===== config.mk =====
export PLATFORM = sky130hd
export DESIGN_NAME = knn_query_ctrl
export DESIGN_NICKNAME = d
export VERILOG_FILES = /design/src/rtl/knn_query_ctrl.sv
export SDC_FILE = /design/constraint.sdc
export NUM_CORES = 1
export LEC_CHECK = 0
export ABC_AREA = 1
export CAP_MARGIN = 10
export CORE_MARGIN = 2
export CORE_UTILIZATION = 42
export CTS_CLUSTER_DIAMETER = 40
export DETAILED_ROUTE_END_ITERATION = 7
export GPL_ROUTABILITY_DRIVEN = 0
export GPL_TIMING_DRIVEN = 1
export PLACE_DENSITY = 0.86
export SLEW_MARGIN = 5
export SYNTH_ARGS = -nofsm -noshare
export SYNTH_HDL_FRONTEND = slang
export SYNTH_SLANG_ARGS = --single-unit

===== constraint.sdc =====
create_clock -name clk -period 3.9 [get_ports clk]
set_input_delay 0.585 -clock clk [delete_from_list [all_inputs] [get_ports clk]]
set_output_delay 0.585 -clock clk [all_outputs]
set_load 0.005 [all_outputs]

===== src/rtl/knn_query_ctrl.sv =====
// knn_query_ctrl: query sequencer for the k-NN core.
// Latches a query vector, holds the core in reset to clear its candidate
// lists, streams every training sample from a synchronous ROM, waits for
// the core pipeline to drain and captures the result with a done pulse.
//
// state   | meaning
// --------+--------------------------------------------------------------
// IDLE    | waiting for start; core released, ROM idle
// CLEAR   | core_rst_n held low for CLR_CYC cycles
// STREAM  | one ROM read per cycle, addresses 0..COM_NUM-1
// DRAIN   | DRAIN_CYC cycles for the last samples to leave the core pipe
// CAPTURE | result registered on entry; done pulses for this one cycle
module knn_query_ctrl #(
  parameter int WIDE      = 48,
  parameter int DATA_WIDE = 3,
  parameter int COM_NUM   = 600,
  parameter int ADDR_W    = 11,
  parameter int CLR_CYC   = 2,
  parameter int DRAIN_CYC = 8
) (
  input  logic                      clk,
  input  logic                      rst_n,
  input  logic                      start,
  input  logic                      abort,
  input  logic [WIDE-1:0]           query_feature,
  output logic                      busy,
  output logic                      done,
  output logic [DATA_WIDE-1:0]      result,
  output logic                      rom_en,
  output logic [ADDR_W-1:0]         rom_addr,
  input  logic [WIDE+DATA_WIDE-1:0] rom_data,
  output logic                      core_rst_n,
  output logic [WIDE-1:0]           core_feature,
  output logic [WIDE+DATA_WIDE-1:0] core_train_data,
  input  logic [DATA_WIDE-1:0]      core_result
);

  localparam int CNT_W = 8;
  localparam logic [ADDR_W-1:0] LAST_ADDR = ADDR_W'(COM_NUM - 1);
  localparam logic [CNT_W-1:0]  CLR_LOAD  = CNT_W'(CLR_CYC - 1);
  localparam logic [CNT_W-1:0]  DRN_LOAD  = CNT_W'(DRAIN_CYC - 1);

  typedef enum logic [2:0] {
    IDLE    = 3'd0,
    CLEAR   = 3'd1,
    STREAM  = 3'd2,
    DRAIN   = 3'd3,
    CAPTURE = 3'd4
  } state_t;

  state_t                      state_q, state_d;
  logic [CNT_W-1:0]            cnt_q, cnt_d;
  logic [ADDR_W-1:0]           rom_addr_q, rom_addr_d;
  logic                        rom_en_q;
  logic                        rom_vld_q;
  logic                        busy_q;
  logic                        done_q;
  logic                        core_rst_n_q;
  logic [DATA_WIDE-1:0]        result_q;
  logic [WIDE-1:0]             core_feature_q;
  logic                        accept;
  logic                        abort_hit;

  // A start is only honoured in IDLE, and an abort in the same cycle drops it.
  assign accept    = (state_q == IDLE) && start && !abort;
  assign abort_hit = (state_q != IDLE) && abort;

  // Next-state, down-counter and address sequencing.
  always_comb begin
    state_d    = state_q;
    cnt_d      = cnt_q;
    rom_addr_d = rom_addr_q;
    case (state_q)
      IDLE: begin
        if (accept) begin
          state_d = CLEAR;
          cnt_d   = CLR_LOAD;
        end
      end
      CLEAR: begin
        if (cnt_q == '0) begin
          state_d    = STREAM;
          rom_addr_d = '0;
        end else begin
          cnt_d = cnt_q - 1'b1;
        end
      end
      STREAM: begin
        if (rom_addr_q == LAST_ADDR) begin
          state_d = DRAIN;
          cnt_d   = DRN_LOAD;
        end else begin
          rom_addr_d = rom_addr_q + 1'b1;
        end
      end
      DRAIN: begin
        if (cnt_q == '0) begin
          state_d = CAPTURE;
        end else begin
          cnt_d = cnt_q - 1'b1;
        end
      end
      CAPTURE: begin
        state_d = IDLE;
      end
      default: begin
        state_d = IDLE;
      end
    endcase
    // Abort cancels from any active state; the address freezes with rom_en low.
    if (abort_hit) begin
      state_d    = IDLE;
      rom_addr_d = rom_addr_q;
    end
  end

  // State, counters and registered outputs, all decoded from the next state.
  always_ff @(posedge clk or negedge rst_n) begin
    if (!rst_n) begin
      state_q        <= IDLE;
      cnt_q          <= '0;
      rom_addr_q     <= '0;
      rom_en_q       <= 1'b0;
      rom_vld_q      <= 1'b0;
      busy_q         <= 1'b0;
      done_q         <= 1'b0;
      core_rst_n_q   <= 1'b0;
      result_q       <= '0;
      core_feature_q <= '0;
    end else begin
      state_q      <= state_d;
      cnt_q        <= cnt_d;
      rom_addr_q   <= rom_addr_d;
      rom_en_q     <= (state_d == STREAM);
      rom_vld_q    <= rom_en_q;
      busy_q       <= (state_d != IDLE);
      done_q       <= (state_d == CAPTURE);
      core_rst_n_q <= !((state_d == CLEAR) || abort_hit);
      if (state_d == CAPTURE) begin
        result_q <= core_result;
      end
      if (accept) begin
        core_feature_q <= query_feature;
      end
    end
  end

  assign busy            = busy_q;
  assign done            = done_q;
  assign result          = result_q;
  assign rom_en          = rom_en_q;
  assign rom_addr        = rom_addr_q;
  assign core_rst_n      = core_rst_n_q;
  assign core_feature    = core_feature_q;
  // ROM data is only meaningful the cycle after a read; otherwise feed zeros.
  assign core_train_data = rom_vld_q ? rom_data : '0;

endmodule


==> metrics.yaml, run 1 <==
antenna_found_initial: 0
layout-drive-gt1-share: 0.113
path_cells: "buf_4 > nand2_1 > inv_1 > clkdlybuf4s50_1"
ioPinCount: 223
grt_max_degree: 79
initial_utilization: 0.435
num_vias: 3826
final_area_um2: 6540
die_area_um2: 10400
wl_met3_um: 1060
die_y_um: 102
p_leak_nw: 3.33
htree_levels: 3
setup_violations: 0
drc_errors: 0
setup_tns_ps: 0
skew_ps: 7.83
crit_required_ps: 3310
critPathLaunchType: "flop"
post-place-ws_ps: 1520
power_density_nw_per_um2: 616
cts_tree: "done"
antenna_cells: 0
io_buffers: 222
hold_path_class: "reg2reg"
reg2reg_slack_ps: 1960
fmax_mhz: 427
rsz0062_at_grt: "no"
routed_wl_um: 11900
worstMarginPinSlew_ps: 977
crit_path_max_fanout: 51
insertion_delay_ps: 340
r2r_end: "cnt_q[5]"
slowest_stage: "clkdlybuf4s50_1"
fp.coreArea_um2: 9240
nNetsFinal: 795
path_clk_slew_ps: 80
avgViaCountPerCell: 4.66
cts_sinks: 78
cts_inserted_buffers: 9
crit_path_end_kind: "output pin"
die_w_um: 102
routedWlPerCell_um: 14.4
postCtsHoldBufs: 0
synth.distinct_cells: 29
drt_iter0_drc: 128
cp.arrival_ps: 1750
clockBufferDepth: 2
grt_pass1_wl_um: 17800
outcome: "finished clean"
synth_warnings: 0
cts_root_buf: "clkbuf_8"
slew_headroom: 0.348
rows: 35
syn-num-nets: 573
dp_hpwl_um: 9350
rr_worst_depth: 8
synth.avg_cell_area_um2: 8.64
final_hold_viol_count: 0
setup_slack_ps: 1560
reg2reg_from: "rom_addr[0]"
met2_length_um: 6480
fin_crit_sh: 0.600
place_area_um2: 6340
synth_seq_area_share: 0.486
area_growth_syn_to_layout_pct: 62.7
cp_slowest_stage_delay_ps: 510
critPathLaunch: "rom_vld_q"
nFillCells: 702
grt_pass1_vias: 3718
cap_viol_max_count: 0
irDropWorstVdd_uv: 466
slew_viol_final: 0
crit_type: "reg2out"
crit_path_end: "core_train_data[0]"
ant_nets: 0
cts_setup_buffers: 0
overflow: 0
ctsResizeCount: 0
syn_inst: 465
period_minus_slack_ps: 2340
grt_usage: 0.221
netlist_area_um2: 4020
drt-pass1-iter-count: 4
top_layer_used: "met4"
ys_seq_elements: 78
drt-met1-wl_um: 3990
metal layers:
layer / up-vias / global-route usage
met2: 165 / 0.425
met5: - / 0
met4: 0 / 0.0842
met1: 1773 / 0.227
li1: 1859 / -
met3: 29 / 0.0573
registers in the layout, summed over array words and instances (netlist names):
signal	count
state_q	3
result	3
done	1
core_feature	48
core_rst_n	1
rom_vld_q	1
rom_addr	11
busy	1
rom_en	1
cnt_q	8
cells in the mapped netlist (all sizes together):
cell    instances  area share
nand4           4      0.0078
o21bai          1      0.0019
clkbuf          6      0.0056
o21ai          14       0.017
a21boi          1      0.0019
xor2            2      0.0044
or2             4      0.0062
dfrtp          78        0.49
mux2           48        0.15
nor2           36       0.037
ha              2      0.0062
buf             7       0.015
a21oi           2      0.0025
inv            84       0.078
nand3          25       0.032
nand2         149        0.14
nor3            1      0.0012
a21o            1      0.0019
cells by family (layout without fill, tap and decap cells):
kind of cell,Yosys count,in the layout,synth area share
flip-flops,78,78,0.486
AND/OR/NAND/NOR,219,219,0.226
adder cells (fa/ha/maj),2,2,0.00623
multiplexers,48,48,0.153
AO/OA/AOI/OAI,19,19,0.0255
buffers and inverters,97,324,0.0987
XOR/XNOR,2,2,0.00436
stage by stage:
step,hold slack [ps],util,cells,power [W]
after floorplan,289,-,465,0.00233
after global placement,357,0.686,805,0.00334
after detailed placement,365,0.686,805,0.00344
after CTS,384,0.708,821,0.00406
after global routing,410,0.708,821,0.00432
final,382,0.708,821,0.00402
worst min-delay path by stage:
stage | start | cells past startpoint | endpoint
after floorplan | rst_n | 0 | busy
after global placement | rom_en | 0 | rom_vld_q
after detailed placement | rom_en | 0 | rom_vld_q
after CTS | rom_en | 0 | rom_vld_q
after global routing | rom_en | 0 | rom_vld_q
final | rom_en | 0 | rom_vld_q
worst max-delay path: cells and delay by family, from the launching register on:
| family | cells | cell delay [ps] |
|---|---|---|
| buffers and inverters | 3 | 970 |
| flip-flops | 1 | 330 |
| AND/OR/NAND/NOR | 1 | 110 |
area by class of cell:
cell class,count,area (um^2),share of cell area
flip-flops and latches,78,1950,0.299
clock inverters,6,68.8,0.0105
inverters,84,315,0.0482
well taps,129,161,0.0247
repair buffers,224,2230,0.342
multi-input cells,290,1680,0.257
clock buffers,10,128,0.0195
power breakdown:
| part | total, W | internal (W) | switching, W | leakage (nW) |
|---|---|---|---|---|
| clock | 0.000605 | 0.000301 | 0.000304 | 0.0973 |
| sequential | 0.00135 | 0.00114 | 0.000211 | 0.969 |
| combinational | 0.00207 | 0.00121 | 0.000861 | 2.27 |
layout by cell type, fill, tap and decap left out, drive strengths merged:
master / instances
inv: 86
nor2: 36
nand3: 25
dfrtp: 78
or2: 4
bufinv: 1
clkdlybuf4s50: 221
nand4: 4
nand2: 149
a21o: 1
o21bai: 1
clkinv: 2
xor2: 2
a21oi: 2
o21ai: 14
clkinvlp: 1
buf: 3
a21boi: 1
mux2: 48
clkbuf: 10
ha: 2
nor3: 1
No activity file was read; power rests on OpenSTA's default activity.
==> run 2, diff against run 1 <==
--- a/config.mk
+++ b/config.mk
@@ -8,12 +8,12 @@
 export ABC_AREA = 1
 export CAP_MARGIN = 10
 export CORE_MARGIN = 2
-export CORE_UTILIZATION = 42
+export CORE_UTILIZATION = 39
 export CTS_CLUSTER_DIAMETER = 40
 export DETAILED_ROUTE_END_ITERATION = 7
 export GPL_ROUTABILITY_DRIVEN = 0
 export GPL_TIMING_DRIVEN = 1
-export PLACE_DENSITY = 0.86
+export PLACE_DENSITY = 0.81
 export SLEW_MARGIN = 5
 export SYNTH_ARGS = -nofsm -noshare
 export SYNTH_HDL_FRONTEND = slang
==> constraint.sdc (replaced) <==
create_clock -name clk -period 2.3 [get_ports clk]
set_input_delay 0.345 -clock clk [delete_from_list [all_inputs] [get_ports clk]]
set_output_delay 0.345 -clock clk [all_outputs]
set_load 0.005 [all_outputs]
==> run 2 against run 1 <==
Compared with the run above: the run now ends with hold timing left; total power is 70% higher; clock skew is 1.0 ps higher; clock power is 74% higher; via count is 0.29% lower; critical path type unchanged; critical endpoint is now core_train_data[39]; highest routed layer unchanged.
==> metrics.yaml, run 2 (synthesis gave the netlist of run 1 again) <==
largest_register_ffs: 48  # unchanged
nFillCells: 834  # was 702
cts_inserted_buffers: 9  # unchanged
outcome: "finished, violations left"  # was finished clean
fmax_mhz: 464
insertion_delay_ps: 350  # was 340 ps
p_clk_frac: 0.153  # was 0.150
nNetsFinal: 799  # was 795
irDropWorstVdd_uv: 563  # was 466 uV
cts_root_buf: "clkbuf_8"  # unchanged
layout-drive-gt1-share: 0.118  # was 0.113
grt_max_degree: 52  # was 79
drt-pass1-iter-count: 4  # unchanged
slew_viol_final: 0  # unchanged
slew_headroom: 0.616  # was 0.348
grt_usage: 0.215  # was 0.221
ctsResizeCount: 0  # unchanged
worstMarginPinSlew_ps: 575  # was 977 ps
final_hold_viol_count: 10  # was 0
p_switching_w: 0.00233  # was 0.00138 W
reg2reg_slack_ps: 400  # was 1960 ps
multiInputGateArea_um2: 1680  # unchanged
p_leak_nw: 3.37  # was 3.33 nW
grt_pass1_vias: 3651  # was 3718
seq_power_share: 0.337  # was 0.336
path_cells: "buf_4 > nand2_1 > inv_1 > clkdlybuf4s50_1"  # unchanged
dp_hpwl_um: 9580  # was 9350 um
rr_worst_depth: 8  # unchanged
area_growth_syn_to_layout_pct: 64.4  # was 62.7%
final_area_um2: 6610  # was 6540 um^2
skew_ps: 8.87  # was 7.83 ps
grt_pass1_wl_um: 18700  # was 17800 um
rsz0062_at_grt: "no"  # unchanged
power_density_nw_per_um2: 1040  # was 616 nW/um^2
regArea_um2: 1950  # unchanged
crit_type: "reg2out"  # unchanged
io_buffers: 222  # unchanged
ant_nets: 0  # unchanged
path_clk_slew_ps: 90  # was 80 ps
final_cell_mix: "clkdlybuf4s50_1, nand2_1, inv_1"  # unchanged
violations: "hold timing"
final_common_cell: "clkdlybuf4s50_1"  # unchanged
crit_path_max_fanout: 51  # unchanged
die_y_um: 105  # was 102 um
fp.coreArea_um2: 10100  # was 9240 um^2
fin_crit_sh: 0.937
p_int_w: 0.00454  # was 0.00265 W
routed_wl_um: 12100  # was 11900 um
initial_utilization: 0.396  # was 0.435
period_minus_slack_ps: 2150
drt_iter0_drc: 272  # was 128
crit_required_ps: 1960  # was 3310 ps
critPathLaunchType: "flop"  # unchanged
rows: 37  # was 35
hold_slack_ps: -13.9  # was 382 ps
cts_setup_buffers: 0  # unchanged
place_area_um2: 6400  # was 6340 um^2
die_area_um2: 11100  # was 10400 um^2
r2r_end: "cnt_q[6]"  # was cnt_q[5]
slowest_stage: "clkdlybuf4s50_1"  # unchanged
htree_levels: 3  # unchanged
setup_tns_ps: 0  # unchanged
overflow: 0  # unchanged
num_vias: 3815  # was 3826
setup_violations: 0  # unchanged
die_w_um: 105  # was 102 um
avgViaCountPerCell: 4.58  # was 4.66
reg2reg_from: "rom_addr[0]"  # unchanged
comb_power_share: 0.511  # was 0.514
cp_slowest_stage_delay_ps: 520  # was 510 ps
drc_errors: 0  # unchanged
cts_tree: "done"  # unchanged
clockBufferDepth: 2  # unchanged
antenna_found_initial: 1  # was 0
routedWlPerCell_um: 14.6  # was 14.4 um
p_sw_frac: 0.339  # was 0.342
hold_path_class: "in2async"  # was reg2reg
postCtsHoldBufs: 0  # unchanged
cts_sinks: 78  # unchanged
cp.arrival_ps: 1810  # was 1750 ps
crit_path_end_kind: "output pin"  # unchanged
cap_viol_max_count: 0  # unchanged
ioPinCount: 223  # unchanged
-- run 2: cell count changes in the layout (fill, tap and decap cells not counted) --
cell and delta:
buf_4 +2, clkbuf_8 +1, clkinvlp_4 -1, buf_12 +2, inv_6 -1, clkinv_2 +1
diode_2 +1
-- run 2: layout make-up --
| cell class | count | area share |
|---|---|---|
| multi-input cells | 290 | 0.254 |
| well taps | 136 | 0.0258 |
| clock buffers | 11 | 0.0214 |
| flip-flops and latches | 78 | 0.295 |
| clock inverters | 5 | 0.00871 |
| inverters | 84 | 0.0477 |
| repair buffers | 228 | 0.347 |
| diodes | 1 | 0.000379 |
-- run 2: worst max-delay path by stage --
stage,startpoint,to,slack [ps]
4_1_cts,rom_vld_q,core_train_data[39],120
3_5_place_dp,abort,core_feature[2],360
2_1_floorplan,rom_addr[0],cnt_q[5],780
5_1_grt,rom_vld_q,core_train_data[37],40
6_report,rom_vld_q,core_train_data[39],150
3_3_place_gp,abort,core_feature[11],370
-- run 2: metrics by stage --
stage,total power (W),std cells,worst slack (ps),utilization
final,0.00686,833,146,0.652
after global placement,0.00570,816,373,0.632
after CTS,0.00690,832,116,0.651
after global routing,0.00735,833,42.9,0.652
after detailed placement,0.00584,816,360,0.632
after floorplan,0.00395,465,778,-
-- run 2: worst max-delay path: cells and delay by family, from the launching register on --
family,cells,cell delay [ps]
flops,1,330
simple gates,1,120
buf+inv,3,1000
-- run 2: metal layers --
layer	routed length, um	vias to the layer above	part of all wire	GRT usage
li1	-	1867	-	-
met1	4500	1771	0.37	0.235
met2	6410	155	0.53	0.400
met3	914	22	0.075	0.0495
met4	318	0	0.026	0.0855
met5	0	-	0	0
-- run 2: power groups by stage --
stage | Sequential, W | Combinational, W | Clock, W
finish | 0.00231 | 0.00350 | 0.00105
global route | 0.00239 | 0.00383 | 0.00113
CTS | 0.00231 | 0.00353 | 0.00106
detailed placement | 0.00232 | 0.00352 | 0
global placement | 0.00229 | 0.00341 | 0
floorplan | 0.00230 | 0.00165 | 0
